<file path="config.mk">
export PLATFORM = sky130hd
export DESIGN_NAME = shift_operand_fetch
export DESIGN_NICKNAME = d
export VERILOG_FILES = /design/src/rtl/shift_pkg.sv /design/src/rtl/operand2_decode.sv /design/src/rtl/shift_operand_fetch.sv
export SDC_FILE = /design/constraint.sdc
export NUM_CORES = 1
export LEC_CHECK = 0
export BUFFER_PORTS_ARGS = -buffer_cell sky130_fd_sc_hd__buf_2
export CORE_UTILIZATION = 30
export CTS_CLUSTER_DIAMETER = 60
export DETAILED_ROUTE_END_ITERATION = 8
export PLACE_DENSITY = 0.62
export SYNTH_ARGS = -nofsm -noshare
export SYNTH_HDL_FRONTEND = slang
export SYNTH_HIERARCHICAL = 1
export SYNTH_SLANG_ARGS = --single-unit
</file>
<file path="constraint.sdc">
create_clock -name clk -period 3.7 [get_ports clk]
set_input_delay 0.185 -clock clk [delete_from_list [all_inputs] [get_ports clk]]
set_output_delay 0.185 -clock clk [all_outputs]
set_load 0.01 [all_outputs]
</file>
<file path="src/rtl/shift_pkg.sv">
// shift_pkg: shifter op codes, operand-2 forms and fetch FSM states.
package shift_pkg;
    localparam logic [2:0] SHIFT_LSL = 3'b000;
    localparam logic [2:0] SHIFT_LSR = 3'b001;
    localparam logic [2:0] SHIFT_ASR = 3'b010;
    localparam logic [2:0] SHIFT_ROR = 3'b011;
    localparam logic [2:0] SHIFT_RRX = 3'b100;
    typedef enum logic [1:0] {F_IMM, F_ISH, F_RSH, F_ILL} form_t;
    typedef enum logic [1:0] {S_IDLE, S_RD_RM, S_RD_RS, S_HOLD} state_t;
endpackage

</file>
<file path="src/rtl/operand2_decode.sv">
// operand2_decode: splits an ARM data-processing operand 2 into form, registers,
// shift op and amount, folding the shift-by-#0 special encodings.
module operand2_decode
    import shift_pkg::*;
(
    input  logic [31:0] arm_i,
    output form_t       form_o,
    output logic [3:0]  rm_o,
    output logic [3:0]  rs_o,
    output logic [2:0]  op_o,
    output logic [7:0]  num_o,
    output logic [7:0]  imm8_o
);
    logic [1:0] sh_type;
    logic [4:0] shamt;
    logic [3:0] rot4;
    logic       unused_bits;

    assign sh_type     = arm_i[6:5];
    assign shamt       = arm_i[11:7];
    assign rot4        = arm_i[11:8];
    assign rm_o        = arm_i[3:0];
    assign rs_o        = arm_i[11:8];
    assign imm8_o      = arm_i[7:0];
    assign unused_bits = ^{arm_i[31:26], arm_i[24:12]};
    assign form_o = arm_i[25] ? F_IMM : !arm_i[4] ? F_ISH : !arm_i[7] ? F_RSH : F_ILL;
    // Immediate-shift #0: LSL stays 0, LSR/ASR mean 32, ROR means RRX by 1.
    assign op_o = form_o == F_IMM ? SHIFT_ROR :
                  form_o == F_ILL ? SHIFT_LSL :
                  (form_o == F_ISH && shamt == 5'd0 && sh_type == 2'b11) ? SHIFT_RRX :
                  {1'b0, sh_type};
    assign num_o = form_o == F_IMM ? {3'b000, rot4, 1'b0} :
                   form_o != F_ISH ? 8'd0 :
                   shamt != 5'd0   ? {3'b000, shamt} :
                   sh_type == 2'b00 ? 8'd0 :
                   sh_type == 2'b11 ? 8'd1 : 8'd32;
endmodule

</file>
<file path="src/rtl/shift_operand_fetch.sv">
// shift_operand_fetch: fetches Rm/Rs for the barrel shifter over a single
// register-file read port and holds SHIFT_OP/Shift_Data/Shift_Num under valid/ready.
module shift_operand_fetch
    import shift_pkg::*;
#(
    parameter logic [3:0] PC_R = 4'd15
) (
    input  logic        clk,
    input  logic        rst_n,
    input  logic        flush,
    input  logic        instr_valid,
    output logic        instr_ready,
    input  logic [32:1] instr,
    input  logic [31:0] pc_plus8,
    output logic [3:0]  rf_addr,
    input  logic [31:0] rf_rdata,
    output logic        out_valid,
    input  logic        out_ready,
    output logic [2:0]  SHIFT_OP,
    output logic [31:0] Shift_Data,
    output logic [7:0]  Shift_Num,
    output logic        carry_passthru,
    output logic        illegal
);
    state_t      state_q, state_d;
    logic [31:0] instr_q, pc_q, data_q, dec_src;
    logic [7:0]  num_q, d_num, d_imm8;
    logic [2:0]  op_q, d_op;
    logic [3:0]  rf_addr_q, d_rm, d_rs;
    logic        illegal_q, accept, in_rd;
    form_t       d_form;

    // While fetching, decode the latched instruction; otherwise the offered one.
    operand2_decode u_dec (
        .arm_i (dec_src),
        .form_o(d_form),
        .rm_o  (d_rm),
        .rs_o  (d_rs),
        .op_o  (d_op),
        .num_o (d_num),
        .imm8_o(d_imm8)
    );

    always_comb begin
        in_rd       = state_q == S_RD_RM || state_q == S_RD_RS;
        dec_src     = in_rd ? instr_q : instr;
        instr_ready = !flush && (state_q == S_IDLE || (state_q == S_HOLD && out_ready));
        accept      = instr_ready && instr_valid;
        rf_addr     = state_q == S_RD_RM ? d_rm : state_q == S_RD_RS ? d_rs : rf_addr_q;
        state_d     = flush ? S_IDLE :
                      accept ? ((d_form == F_ISH || d_form == F_RSH) ? S_RD_RM : S_HOLD) :
                      state_q == S_RD_RM ? (d_form == F_RSH ? S_RD_RS : S_HOLD) :
                      state_q == S_RD_RS ? S_HOLD :
                      (state_q == S_HOLD && out_ready) ? S_IDLE : state_q;
    end

    always_ff @(posedge clk or negedge rst_n) begin
        if (!rst_n) begin
            state_q   <= S_IDLE;
            instr_q   <= '0;
            pc_q      <= '0;
            data_q    <= '0;
            num_q     <= '0;
            op_q      <= SHIFT_LSL;
            illegal_q <= 1'b0;
            rf_addr_q <= '0;
        end else begin
            state_q   <= state_d;
            rf_addr_q <= rf_addr;
            if (accept) begin
                instr_q   <= instr;
                pc_q      <= pc_plus8;
                op_q      <= d_op;
                num_q     <= d_num;
                data_q    <= d_form == F_IMM ? {24'd0, d_imm8} : 32'd0;
                illegal_q <= d_form == F_ILL;
            end else if (!flush && state_q == S_RD_RM) begin
                // PC reads as PC+8, or PC+12 when a register shift delays the read.
                data_q <= d_rm != PC_R ? rf_rdata : d_form == F_RSH ? pc_q + 32'd4 : pc_q;
            end else if (!flush && state_q == S_RD_RS) begin
                num_q <= d_rs == PC_R ? pc_q[7:0] : rf_rdata[7:0];
            end
        end
    end

    assign out_valid      = state_q == S_HOLD;
    assign SHIFT_OP       = op_q;
    assign Shift_Data     = data_q;
    assign Shift_Num      = num_q;
    assign illegal        = illegal_q;
    assign carry_passthru = out_valid && num_q == 8'd0 && op_q != SHIFT_RRX;
endmodule

</file>
==> reports/results.txt <==
Clock skew on the completed layout was measured at 6.03 ps. The setup path with the least slack is of type flop to flop. The CTS clock-pin slew for the worst setup and hold paths was 60 ps. The gate count of the mapped netlist was 565. Traced cell by cell, the critical path runs through inv_1 > ha_1 > buf_4 > mux2_2 > nand2b_1 > inv_1 > ha_1 > nand3_1 > or4_4 > nor3_2 > xnor2_1 > o21ai_1. Measured along the x axis, the die boundary spans 135 microns. The share of post-route cells with drive strength above 1 was 0.301. The tools report the final-report max-slew violation count as 0.

Counting the buffers created by CTS gives 9. The number of warnings printed during yosys synthesis is 6, and the global routing usage summed across all routing layers is 0.163. The via count of the first global-routing pass is 4130. STA puts the critical path data arrival time at 3490 ps. Static power due to leakage: 3.06 nW. The largest buffer count on any clock path was 2; the overall die area was 0.0182 sq mm.

Counting I/O delays and the setup requirement, the final critical path takes 3270 ps. Setup repair after global routing left no endpoint under its margin. Placer's final routability congestion estimate: 0.837. Dividing total power by cell area gives a power density of 786 mW/mm^2. The worst path buffer plus inverter count came out at 3. The number of I/O port buffers is 132, and the net count of the finished layout is 781.

The routed layout has 4337 vias. At the worst endpoint, the required time is 3920 ps. The aggregate global routing overflow came out at 0. The run gives 0.366 as the post-route core utilization.

The die extent in y was 135 microns; the hold-fix buffer count after cts was 0. Leaving out fill and tap cells, the most frequent cells in the layout are sky130_fd_sc_hd__buf_2 (131), sky130_fd_sc_hd__nand2_1 (129), sky130_fd_sc_hd__dfrtp_1 (95). The kind of cell with the highest combined delay along the critical path is simple AND/OR/NAND/NOR gates. The post-detailed-placement half-perimeter wirelength was 10800 microns.

The number of design-rule violations left by the first detailed-router iteration was 255. Leading cell type in the layout, fill and taps excluded: sky130_fd_sc_hd__buf_2. Cell area after technology mapping: 0.00529 sq mm.

In the final routed layout, each cell accounts on average for 15.9 microns. Setup violations remaining at the end of the flow were counted as 0. The floorplan step defined a core boundary enclosing 0.0172 sq mm. The floorplan has 48 rows.

The number of levels in the clock H-tree is 3, and the DRC violation count after routing is 0. The tools report the kind of start point of the critical path as a flop. TritonCTS built the clock tree. The actual transition at the worst max-transition pin works out to 918 ps. The root cell of the clock tree is sky130_fd_sc_hd__clkbuf_16.

Once placement finished, the instance area stood at 0.00604 sq mm. On the worst path, the slowest cell contributes a delay of 630 ps. In the routed layout, each cell is associated on average with a via count of 4.81. Static timing analysis puts the maximum clock frequency at 306 MHz. Highest-delay cell along the critical path: sky130_fd_sc_hd__or4_4. Number of detailed-route iterations in the first pass: 4.

From synthesis to final layout, the design area changed by 19.3%. The tools report the final-report hold violation count as 46. The share of the cycle needed by the critical path after routing was 0.884. Starting utilization of the core area: 0.307.

The run gives 95 as the number of sinks on the clock net. The synthesized area per cell is 9.37 sq um. The number of max-capacitance violations reported came out at 0. The checks that failed: negative hold slack.

The routed wire length is 14300 microns. The first global-routing pass estimated 22700 microns of wire. The tools report the I/O pin total as 152.

Post-CTS repair changed the size of 0 cells. The count of nets left with antenna violations once routing finished came out at 0. Remaining max-slew budget at the tightest pin: 0.388. VDD sags by at most 0.000271 V.

The run gives 4.96 mW as the total power consumption of the routed design. The initial antenna violation count is 3, and the total negative setup slack is 0 ps. Along the worst path, the maximum fanout reaches 11.

Once layout is done, the placed cells without fillers occupy 0.00631 sq mm. The logs give -23.5 ps for the worst slack on hold paths and 350 ps for the clock latency on the worst-skew pair. Post-CTS timing repair inserted 0 buffers for setup. The endpoint type of the worst setup path is a flop. Classification of the worst-slack hold path: primary input to asynchronous set/reset pin.

Entering global routing, the biggest net connects 73 pins. The run finished, with violations left.
==> path summary, 6_finish.rpt <==
path / startpoint / to / slack, ps / cells after the start
worst max-delay path: state_q[0] / Shift_Data[28] / 430 / 12
worst min register to register: Shift_Data[13] / Shift_Data[13] / 480 / 2
worst max register to register: state_q[0] / Shift_Data[28] / 430 / 12
max in group asynchronous: rst_n / pc_q[15] / 2870 / 2
worst min-delay path: rst_n / instr_q[0] / -20 / 1
min in group clk: pc_plus8[24] / pc_q[24] / 30 / 3
==> flip-flops by register name, indices dropped and copies added, names as in the netlist <==
signal / flops
rf_addr_q: 4
state_q: 2
Shift_Num: 8
pc_q: 32
illegal: 1
instr_q: 13
SHIFT_OP: 3
Shift_Data: 32
==> report_power, final <==
part	total [mW]	internal [mW]	switching, mW
registers	1.95	1.51	0.442
logic	2.17	0.950	1.22
clock network	0.842	0.453	0.389
==> layout make-up <==
cell class              count  area [sq um]
fillers                  1759         10900
multi-input cells         414          2610
flip-flops and latches     95          2380
repair buffers            143           746
well taps                 225           282
clock buffers              10           229
clock inverters             6          36.3
inverters                   7          26.3
diodes                      2          5.00
==> through the flow <==
stage          setup slack [ps]  hold slack (ps)  std cells
2_1_floorplan               375             -111        566
3_3_place_gp                460              379        884
3_5_place_dp                447              381        884
4_1_cts                     425             18.5        900
5_1_grt                     155             32.6        902
6_report                    431            -23.5        902
==> worst register-to-register path, stage by stage, from the launching register on <==
cell and delay [ps]:
sky130_fd_sc_hd__dfrtp_1 400, sky130_fd_sc_hd__inv_1 90, sky130_fd_sc_hd__ha_1 390, sky130_fd_sc_hd__buf_4 230
sky130_fd_sc_hd__mux2_2 340, sky130_fd_sc_hd__nand2b_1 130, sky130_fd_sc_hd__inv_1 120, sky130_fd_sc_hd__ha_1 230
sky130_fd_sc_hd__nand3_1 240, sky130_fd_sc_hd__or4_4 630, sky130_fd_sc_hd__nor3_2 140, sky130_fd_sc_hd__xnor2_1 150
sky130_fd_sc_hd__o21ai_1 70
==> metal layers <==
layer,vias to the layer above,GRT usage,wire (microns)
met5,-,0,13
met3,22,0.0353,728
met4,2,0.0680,342
li1,2154,-,-
met2,98,0.243,6350
met1,2061,0.227,6880
Note: power is estimated with default switching activity, not from simulation.
